<file path="config.mk">
export PLATFORM = sky130hd
export DESIGN_NAME = tama_stat_scheduler
export DESIGN_NICKNAME = d
export VERILOG_FILES = /design/src/rtl/tama_pkg.sv /design/src/rtl/tama_rr_arb.sv /design/src/rtl/tama_stat_scheduler.sv
export SDC_FILE = /design/constraint.sdc
export NUM_CORES = 1
export LEC_CHECK = 0
export BUFFER_PORTS_ARGS = -buffer_cell sky130_fd_sc_hd__buf_4
export CAP_MARGIN = 20
export CELL_PAD_IN_SITES_DETAIL_PLACEMENT = 1
export CELL_PAD_IN_SITES_GLOBAL_PLACEMENT = 1
export CORE_ASPECT_RATIO = 0.5
export CORE_MARGIN = 3
export CORE_UTILIZATION = 41
export CTS_BUF_LIST = sky130_fd_sc_hd__clkbuf_4 sky130_fd_sc_hd__clkbuf_8
export CTS_CLUSTER_SIZE = 40
export DETAILED_ROUTE_END_ITERATION = 6
export GPL_TIMING_DRIVEN = 0
export PLACE_DENSITY = 0.85
export SYNTH_ARGS = -nofsm -noshare
export SYNTH_HDL_FRONTEND = slang
export SYNTH_SLANG_ARGS = --single-unit
</file>
<file path="constraint.sdc">
create_clock -name clk -period 1.75 [get_ports clk]
set_input_delay 0.175 -clock clk [delete_from_list [all_inputs] [get_ports clk]]
set_output_delay 0.175 -clock clk [all_outputs]
set_load 0.05 [all_outputs]
</file>
<file path="src/rtl/tama_pkg.sv">
// ============================================================================
// Module : tama_pkg
// Brief  : Shared constants and FSM encoding for the pet-stat scheduler.
// Rev    : 1.0  initial release
// ============================================================================
`default_nettype none

package tama_pkg;

    localparam int STAT_MAX  = 15;
    localparam int NUM_STATS = 6;

    // Stat slots inside the packed 24-bit stats vector (nibble index)
    localparam int HUNGER    = 0;
    localparam int HAPPINESS = 1;
    localparam int HEALTH    = 2;
    localparam int HYGIENE   = 3;
    localparam int ENERGY    = 4;
    localparam int SOCIAL    = 5;

    localparam logic [2:0] CMD_FEED  = 3'd0;
    localparam logic [2:0] CMD_PLAY  = 3'd1;
    localparam logic [2:0] CMD_CLEAN = 3'd2;
    localparam logic [2:0] CMD_SLEEP = 3'd3;
    localparam logic [2:0] CMD_HEAL  = 3'd4;
    localparam logic [2:0] CMD_TALK  = 3'd5;

    localparam int REQ_CMD   = 0;
    localparam int REQ_DECAY = 1;
    localparam int REQ_EVENT = 2;

    typedef enum logic [1:0] {
        ST_IDLE  = 2'd0,
        ST_ARB   = 2'd1,
        ST_APPLY = 2'd2,
        ST_DONE  = 2'd3
    } state_t;

endpackage

`default_nettype wire

</file>
<file path="src/rtl/tama_rr_arb.sv">
// ============================================================================
// Module : tama_rr_arb
// Brief  : 3-way round-robin arbiter; pointer moves one past the winner.
// Rev    : 1.0  initial release
// ============================================================================
`default_nettype none

module tama_rr_arb
    import tama_pkg::*;
(
    input  logic       clk,
    input  logic       rst_n,
    input  logic [2:0] i_req,
    input  logic       i_advance,
    output logic [2:0] o_gnt
);

    logic [1:0] r_ptr;
    logic [1:0] w_ptr_nxt;

    always_comb begin
        o_gnt = 3'b000;
        unique case (r_ptr)
            2'd1: begin
                if (i_req[1])      o_gnt = 3'b010;
                else if (i_req[2]) o_gnt = 3'b100;
                else if (i_req[0]) o_gnt = 3'b001;
            end
            2'd2: begin
                if (i_req[2])      o_gnt = 3'b100;
                else if (i_req[0]) o_gnt = 3'b001;
                else if (i_req[1]) o_gnt = 3'b010;
            end
            default: begin
                if (i_req[0])      o_gnt = 3'b001;
                else if (i_req[1]) o_gnt = 3'b010;
                else if (i_req[2]) o_gnt = 3'b100;
            end
        endcase
    end

    always_comb begin
        w_ptr_nxt = r_ptr;
        if (o_gnt[0])      w_ptr_nxt = 2'd1;
        else if (o_gnt[1]) w_ptr_nxt = 2'd2;
        else if (o_gnt[2]) w_ptr_nxt = 2'd0;
    end

    always_ff @(posedge clk or negedge rst_n) begin
        if (!rst_n) begin
            r_ptr <= 2'(REQ_CMD);
        end else if (i_advance) begin
            r_ptr <= w_ptr_nxt;
        end
    end

endmodule

`default_nettype wire

</file>
<file path="src/rtl/tama_stat_scheduler.sv">
// ============================================================================
// Module : tama_stat_scheduler
// Brief  : Owns six 4-bit pet stats; serialises command/decay/event updates
//          through one saturating read-modify-write path.
//          Optional macro TAMA_DROP_CNT_EN enables the lost-request counter.
// Rev    : 1.0  initial release
// ============================================================================
`default_nettype none

module tama_stat_scheduler
    import tama_pkg::*;
#(
    parameter int DECAY_PERIOD = 10,
    parameter int CMD_DELTA    = 3,
    parameter int STAT_INIT    = 8
) (
    input  logic        clk,
    input  logic        rst_n,
    input  logic        tick_i,
    input  logic [7:0]  rnd_i,
    input  logic        cmd_valid_i,
    input  logic [2:0]  cmd_code_i,
    output logic        cmd_ready_o,
    output logic [23:0] stats_o,
    output logic [2:0]  grant_o,
    output logic        upd_done_o,
    output logic        cmd_err_o,
    output logic [7:0]  drop_cnt_o
);

    localparam int             c_CNT_W = (DECAY_PERIOD > 1) ? $clog2(DECAY_PERIOD) : 1;
    localparam logic [c_CNT_W-1:0] c_WRAP = c_CNT_W'(DECAY_PERIOD - 1);
    localparam logic [3:0]     c_DELTA = 4'(CMD_DELTA);
    localparam logic [3:0]     c_INIT  = 4'(STAT_INIT);

    state_t              r_state;
    state_t              w_state_nxt;
    logic                r_cmd_pend;
    logic                r_decay_pend;
    logic                r_event_pend;
    logic [2:0]          r_cmd_code;
    logic [2:0]          r_evt_tgt;
    logic [2:0]          r_apply_tgt;
    logic [2:0]          r_grant;
    logic [c_CNT_W-1:0]  r_decay_cnt;
    logic [23:0]         r_stats;
    logic [23:0]         w_stats_nxt;
    logic [2:0]          w_gnt;
    logic [2:0]          w_clr;
    logic                w_in_arb;
    logic                w_cmd_req;
    logic                w_decay_req;
    logic                w_event_req;
    logic                w_keep_cmd;
    logic                w_keep_decay;
    logic                w_keep_event;
    logic                w_unused_rnd;

    function automatic logic [3:0] sat_add(input logic [3:0] a, input logic [3:0] d);
        logic [4:0] s;
        s = {1'b0, a} + {1'b0, d};
        return (s > 5'(STAT_MAX)) ? 4'(STAT_MAX) : s[3:0];
    endfunction

    function automatic logic [3:0] sat_sub(input logic [3:0] a, input logic [3:0] d);
        return (a < d) ? 4'd0 : (a - d);
    endfunction

    assign w_unused_rnd = rnd_i[3];

    assign cmd_ready_o = (r_state == ST_IDLE) & ~r_cmd_pend;
    assign stats_o     = r_stats;

    assign w_in_arb    = (r_state == ST_ARB);
    assign w_clr       = w_in_arb ? w_gnt : 3'b000;
    assign w_cmd_req   = cmd_valid_i & cmd_ready_o;
    assign w_decay_req = tick_i & (r_decay_cnt == c_WRAP);
    assign w_event_req = tick_i & (rnd_i[7:4] == 4'd0);

    // A pend that survives this edge without being granted blocks a new request
    assign w_keep_cmd   = r_cmd_pend   & ~w_clr[REQ_CMD];
    assign w_keep_decay = r_decay_pend & ~w_clr[REQ_DECAY];
    assign w_keep_event = r_event_pend & ~w_clr[REQ_EVENT];

    tama_rr_arb u_arb (
        .clk       (clk),
        .rst_n     (rst_n),
        .i_req     ({r_event_pend, r_decay_pend, r_cmd_pend}),
        .i_advance (w_in_arb),
        .o_gnt     (w_gnt)
    );

    always_ff @(posedge clk or negedge rst_n) begin
        if (!rst_n) begin
            r_state <= ST_IDLE;
        end else begin
            r_state <= w_state_nxt;
        end
    end

    always_comb begin
        w_state_nxt = r_state;
        grant_o     = 3'b000;
        upd_done_o  = 1'b0;
        cmd_err_o   = 1'b0;
        unique case (r_state)
            ST_IDLE: begin
                if (r_cmd_pend | r_decay_pend | r_event_pend) w_state_nxt = ST_ARB;
            end
            ST_ARB: begin
                w_state_nxt = ST_APPLY;
            end
            ST_APPLY: begin
                w_state_nxt = ST_DONE;
                grant_o     = r_grant;
            end
            ST_DONE: begin
                w_state_nxt = ST_IDLE;
                upd_done_o  = 1'b1;
                cmd_err_o   = r_grant[REQ_CMD] & (r_cmd_code > CMD_TALK);
            end
        endcase
    end

    always_ff @(posedge clk or negedge rst_n) begin
        if (!rst_n) begin
            r_cmd_pend   <= 1'b0;
            r_decay_pend <= 1'b0;
            r_event_pend <= 1'b0;
            r_cmd_code   <= 3'd0;
            r_evt_tgt    <= 3'd0;
            r_apply_tgt  <= 3'd0;
            r_grant      <= 3'b000;
            r_decay_cnt  <= '0;
            r_stats      <= {NUM_STATS{c_INIT}};
        end else begin
            r_cmd_pend   <= w_cmd_req   | w_keep_cmd;
            r_decay_pend <= w_decay_req | w_keep_decay;
            r_event_pend <= w_event_req | w_keep_event;
            if (w_cmd_req) begin
                r_cmd_code <= cmd_code_i;
            end
            if (w_event_req && !w_keep_event) begin
                r_evt_tgt <= rnd_i[2:0];
            end
            if (tick_i) begin
                r_decay_cnt <= (r_decay_cnt == c_WRAP) ? '0 : r_decay_cnt + c_CNT_W'(1);
            end
            // Snapshot the target so an event arriving during ARB cannot retarget this update
            if (w_in_arb) begin
                r_grant     <= w_gnt;
                r_apply_tgt <= r_evt_tgt;
            end
            if (r_state == ST_APPLY) begin
                r_stats <= w_stats_nxt;
            end
        end
    end

    always_comb begin
        w_stats_nxt = r_stats;
        if (r_grant[REQ_CMD]) begin
            unique case (r_cmd_code)
                CMD_FEED: begin
                    w_stats_nxt[HUNGER*4 +: 4]  = sat_add(r_stats[HUNGER*4 +: 4], c_DELTA);
                    w_stats_nxt[HYGIENE*4 +: 4] = sat_sub(r_stats[HYGIENE*4 +: 4], 4'd1);
                end
                CMD_PLAY: begin
                    w_stats_nxt[HAPPINESS*4 +: 4] = sat_add(r_stats[HAPPINESS*4 +: 4], c_DELTA);
                    w_stats_nxt[ENERGY*4 +: 4]    = sat_sub(r_stats[ENERGY*4 +: 4], 4'd1);
                end
                CMD_CLEAN: w_stats_nxt[HYGIENE*4 +: 4] = sat_add(r_stats[HYGIENE*4 +: 4], c_DELTA);
                CMD_SLEEP: w_stats_nxt[ENERGY*4 +: 4]  = sat_add(r_stats[ENERGY*4 +: 4], c_DELTA);
                CMD_HEAL:  w_stats_nxt[HEALTH*4 +: 4]  = sat_add(r_stats[HEALTH*4 +: 4], c_DELTA);
                CMD_TALK: begin
                    w_stats_nxt[SOCIAL*4 +: 4]    = sat_add(r_stats[SOCIAL*4 +: 4], c_DELTA);
                    w_stats_nxt[HAPPINESS*4 +: 4] = sat_add(r_stats[HAPPINESS*4 +: 4], 4'd1);
                end
                default: w_stats_nxt = r_stats;
            endcase
        end else if (r_grant[REQ_DECAY]) begin
            for (int i = 0; i < NUM_STATS; i++) begin
                w_stats_nxt[i*4 +: 4] = sat_sub(r_stats[i*4 +: 4], 4'd1);
            end
            if (r_stats[HUNGER*4 +: 4] == 4'd0) begin
                w_stats_nxt[HEALTH*4 +: 4] = sat_sub(r_stats[HEALTH*4 +: 4], 4'd2);
            end
        end else if (r_grant[REQ_EVENT]) begin
            for (int i = 0; i < NUM_STATS; i++) begin
                if (r_apply_tgt == 3'(i)) begin
                    w_stats_nxt[i*4 +: 4] = sat_sub(r_stats[i*4 +: 4], 4'd2);
                end
            end
        end
    end

`ifdef TAMA_DROP_CNT_EN
    logic [7:0] r_drop_cnt;
    logic [1:0] w_drop_inc;
    logic [8:0] w_drop_sum;

    assign w_drop_inc = {1'b0, w_decay_req & w_keep_decay} + {1'b0, w_event_req & w_keep_event};
    assign w_drop_sum = {1'b0, r_drop_cnt} + {7'd0, w_drop_inc};

    always_ff @(posedge clk or negedge rst_n) begin
        if (!rst_n) begin
            r_drop_cnt <= 8'd0;
        end else begin
            r_drop_cnt <= w_drop_sum[8] ? 8'hFF : w_drop_sum[7:0];
        end
    end

    assign drop_cnt_o = r_drop_cnt;
`else
    assign drop_cnt_o = 8'd0;
`endif

endmodule

`default_nettype wire

</file>
# [Yosys cells after proc, flatten, opt, wreduce, memory -nomap -nowiden]
# Index checks and enable logic that the tools add are counted.
[totals] reg_bits=47 input_bits=15 output_inout_bits=38 word_cells=173
[classes] addsub=20 magnitude_cmp=20 n_eq_ne=23 n_mux=55 n_bitwise=17 reduce_logical=22
[ops] op="4-bit two-way mux" count=30
[ops] op="24-bit two-way mux" count=3
[ops] op="5-bit by 4-bit > comparator with 1-bit output, second input constant" count=7
[ops] op="4-bit by 2-bit adder with 5-bit output, second input constant" count=6
[ops] op="3-bit two-way mux" count=9
[ops] op="4-bit by 1-bit less-than comparator with 1-bit output, second input constant" count=6
[ops] op="4-bit by 2-bit less-than comparator with 1-bit output, second input constant" count=6
[ops] op="4-bit one-hot mux with 2 select lines" count=3
[ops] op="4-bit AND reduction" count=6
[ops] op="3-bit nonzero test" count=8
[ops] op="4-bit by 1-bit subtractor with 4-bit output, second input constant" count=6
[ops] op="4-bit by 2-bit subtractor with 4-bit output, second input constant" count=6
[ops] op="3-bit by 2-bit == test with 1-bit output, second input constant" count=4
[ops] op="3-bit == test, second input constant" count=4
[ops] op="2-bit two-way mux" count=5
[ops] op="3-bit by 1-bit != test with 1-bit output, second input constant" count=3
[ops] op="1-bit bitwise AND" count=8
[ops] op="4-bit logical NOT" count=2
[ops] op="2-bit by 1-bit != test with 1-bit output, second input constant" count=4
[ops] op="2-bit one-hot mux with 4 select lines" count=1
[ops] op="2-bit == test, second input constant" count=3
[ops] op="3-bit by 1-bit == test with 1-bit output, second input constant" count=2
[ops] op="3-bit logical NOT" count=2
[ops] op="3-bit one-hot mux with 2 select lines" count=1
[ops] op="12 further kinds" count=22

# [Logic depth before layout (Yosys ltp)]
[logic_depth] depth_word=9 ltp_mapped=8 mapped_depth_nobuf=7

# [Hierarchy]
# Synthesis repeated with hierarchy kept, for this count alone.
[unflattened] hier_cells=461 hier_area_um2=4066.4
[by_module_without_submodules] mod="tama_stat_scheduler" instances=1 cells_each=438 area_each_um2=3828.7 seq_area_each_um2=1133.6
[by_module_without_submodules] mod="tama_rr_arb" instances=1 cells_each=23 area_each_um2=237.7 seq_area_each_um2=50.0

# [Worst setup path after synthesis]
# No wires, ideal clock.
[synth_timing] path_type="reg-to-reg" startpoint="register r_state[0]" endpoint="register r_state[1]" setup_ns=0.125 t_arrival_ns=2.133 t_required_ns=1.625 setup_slack_ns=-0.508 stages_incl_launch_ff=6 n_path_buf=0 period_less_slack_ns=2.258 cell_sequence="dfrtp_1 > inv_1 > ha_1 > nor2b_1 > nor3b_1 > mux2_2"
[synth_via] elab_chain_cells=2 word_cells_on_any_way=6 classes_between="eq/ne (4); mux (1); reduce/logical (1)"
[synth_rtl] item="start: declaration" line="tama_stat_scheduler.sv:36" rtl="state_t r_state;"
[synth_rtl] item="start signal: assignment" line="tama_stat_scheduler.sv:97" rtl="r_state <= w_state_nxt;"
[synth_rtl] item="2-bit == test, or another cell as far along" line="tama_stat_scheduler.sv:106" rtl="unique case (r_state)"
[synth_rtl] item="2-bit one-hot mux with 4 select lines / 2-bit by 1-bit != test with 1-bit output (equally long branches)"
# Parallel ways exist; a longest one is shown, timed or not.
# A chain may end at the register's enable or synchronous reset.

# [Final worst setup path]
[layout_timing] startpoint="register r_stats[18] (netlist: stats_o[18])" endpoint="register r_stats[19] (netlist: stats_o[19])"
[layout_via] elab_chain_cells=6 word_cells_on_any_way=14 classes_between="add/sub (3); order compare (3); mux (8)"
[layout_rtl] item="start: declaration" line="tama_stat_scheduler.sv:46" rtl="logic [23:0] r_stats;"
[layout_rtl] item="start signal: assignment" line="tama_stat_scheduler.sv:135" rtl="r_stats <= {NUM_STATS{c_INIT}};"
[layout_rtl] item="start signal: assignment" line="tama_stat_scheduler.sv:155" rtl="r_stats <= w_stats_nxt;"
[layout_rtl] item="parallel branches: the longest is 5 deep, another holds 4-bit by 2-bit adder with 5-bit output"
[layout_rtl] item="24-bit two-way mux *" line="tama_stat_scheduler.sv:162" rtl="if (r_grant[REQ_CMD]) begin"
# Mark *: on every way between the ends. The select of a mux whose other input is x is not followed.

==> out/results.txt <==
status: finished with violations
failing checks: negative setup slack
largest net degree at the start of global routing: 48
Filler Cells Inserted: 1119
number of flops mapped to enable cells by yosys: 0
Synth cell types: 72
clock skew: 0.0215 ns
Comb power frac: 0.758
Int Power: 6.28 mW
Syn Std Cell Area: 4200 µm²
Max-Cap Viols: 0
initial antenna violation count: 0
Pleak: 2.67 nW
syn_area_per_cell: 8.44 µm²
dpl hpwl: 9740 µm
startpoint type of the worst setup path: flip-flop
reg2reg start: stats_o[18]
Seq pwr share: 0.180
Post-Syn Instances: 498
Tightest Hold Check Type: input pin to flip-flop
die area: 11600 µm²
Initial Util: 0.434
NetSw: 7.69 mW
Skew-Pair Late Insertion Delay: 0.35 ns
peak supply drop: 0.868 mV
RSZ-0062 raised after global routing: true
CP max FO: 5
Die W: 149 µm
Synth area leaders: dfrtp_1, ha_1, a21oi_1
Placed Area: 4920 µm²
first-pass GRT wire length: 24700 µm
Final Critical Period: 1.98 ns
crit-path cells: clkbuf_16 -> clkinv_8 -> ha_4 -> a21bo_4 -> o21ai_0 -> a21oi_1 -> o21ai_1 -> o311ai_2
Vias: 5064
ANT cells: 0
clk slew on worst S/H paths: 0.13 ns
H-tree levels: 2
CP bufs+invs: 2
prevailing post-synth register cell: dfrtp_1
share of cells above drive strength 1: 0.475
register area: 1220 µm²
top-area cell type share of the netlist area: 0.244
CTS tree: yes
post-DR vias/cell: 6.62
most common cell in the synthesized netlist: ha_1
Clock power frac: 0.062
Worst-Margin Slew: 0.674 ns
slowest stage cell, crit path: dfrtp_2
synthesis-to-layout area growth: 47.1%
Slew Viols, Final: 0
relative slew slack: 0.551
DRT Pass-1 Iters: 5
post-synthesis sequential area ratio: 0.282
Data required, critical path: 2.00 ns
final setup TNS: -1.93 ns
Residual DRC: 0
IO Count: 53
Pwr Total: 14.0 mW
# setup viols final: 22
Fmax achieved: 504 MHz
Synth area leader: dfrtp_1
IO Port Bufs: 43
list of most frequent post-synthesis cells: ha_1, dfrtp_1, nand2_1, a21oi_1, inv_1
post-route setup slack: -0.234 ns
kind of cell adding the most delay to the critical path: compound AO/OA/AOI/OAI gates
GRT Overall Usage: 0.265
GP Congestion: 0.897
final WL: 20200 µm
Inserted Clock Buffers: 5
via count of the first global-routing pass: 4608
Worst Setup End Kind: flip-flop
multi-input gate area in the final layout: 3310 µm²
Pwr Density: 2260 nW/µm²
Core Area: 9700 µm²
Worst Setup SP: stats_o[18]
post-route ant nets: 0
Synth warnings: 0
gr ovfl total: 0
Iter 0 DRT Violations: 616
sw frac: 0.550
Die Height: 77.6 µm
Bufs on Longest Clock Path: 2
Async SR Flop Fraction: 1.00
hold path start: tick_i
Setup Crit Path Kind: flip-flop to flip-flop
#FFs+latches synth: 47
Clock Tree Root: clkbuf_8
crit path DAT: 2.23 ns
Fin. Hold Viols: 0
Place WS: -0.622 ns
Design Area, Final: 6190 µm²
Tcrit/Tclk final: 1.13
row count: 25
nets: 688
largest stage delay on the critical path: 0.44 ns
clk sinks: 47
wire per inst: 26.4 µm
-- cells by family after synthesis --
| group | Yosys count | synth area share |
|---|---|---|
| AOI/OAI and AO/OA | 172 | 0.280 |
| xor gates and xnor gates | 4 | 0.00833 |
| adders and majority gates | 44 | 0.131 |
| buffers and inverters | 67 | 0.0705 |
| DFF | 47 | 0.282 |
| muxes | 15 | 0.0396 |
| other | 1 | 0.000892 |
| and+or+nand+nor | 148 | 0.188 |
-- what timing repair did --
item | in CTS | in global routing
resized for setup | 65 | 87
gates cloned | 1 | 2
pin swaps | 14 | 31
hold endpoints to repair | 41 | 0
hold buffers | 1 | 0
endpoints found under the setup margin | 31 | 38
buffers inserted | 21 | 52
-- cell type report --
type	count	share of cell area
well taps	135	0.0273
flip-flops and latches	47	0.197
clock buffers	5	0.0111
repair buffers	119	0.148
clock inverters	3	0.00506
multi-input cells	392	0.535
inverters	35	0.0273
plain buffers	29	0.0494
-- state kept, by name, indices dropped and copies added (netlist names) --
register / flops
stats_o: 24
r_decay_cnt: 4
r_apply_tgt: 3
r_cmd_code: 3
r_evt_tgt: 3
r_grant: 3
r_state: 2
u_arb.r_ptr: 2
r_cmd_pend: 1
r_decay_pend: 1
r_event_pend: 1
-- through the flow --
stage	cells	hold slack, ns	util
after floorplan	505	-0.121	-
after global placement	683	0.244	0.508
after detailed placement	683	0.248	0.508
after CTS	713	0.0495	0.563
after global routing	765	0.0414	0.638
final	765	0.0361	0.638
-- layer usage --
metal	vias up	GRT usage	part of all wire
met5	-	0	0
met4	0	0.0712	0.058
met3	128	0.0391	0.086
met2	353	0.461	0.47
li1	2067	-	-
met1	2516	0.346	0.39
-- power by group through the flow --
stage               Sequential [mW]  Clock [mW]  Combinational, mW
floorplan                      3.09           0               4.46
global placement               2.42           0               6.76
detailed placement             2.47           0               7.05
CTS                            2.40       0.816               8.05
global route                   2.57       0.900               11.1
finish                         2.52       0.862               10.6
-- layout by cell type, fill, tap and decap left out, drive strengths merged, types with 5 or more instances in the layout --
cell type,synthesis,layout
a221oi,5,5
ha,44,44
nand2,40,40
nor2b,16,16
nand2b,12,12
o22ai,6,6
dfstp,6,6
o211ai,12,12
buf,21,139
nor3b,5,5
a21o,12,12
o31ai,9,9
clkbuf,11,13
conb,1,8
nand3,13,14
o21ai,42,42
a31oi,5,5
a21oi,35,35
dfrtp,41,41
inv,35,35
nor2,20,20
nor3,12,12
a211oi,8,8
mux2,13,13
-- final timing paths --
kind | to | slack [ns] | cells past startpoint
worst min-delay path | r_decay_cnt[0] | 0.04 | 2
worst min register to register | r_decay_cnt[2] | 0.52 | 1
worst max register to register | stats_o[19] | -0.23 | 8
min in group asynchronous | stats_o[0] | 0.40 | 2
max in group asynchronous | stats_o[14] | 0.82 | 2
worst max-delay path | stats_o[19] | -0.23 | 8
Note: power is estimated with default switching activity, not from simulation.
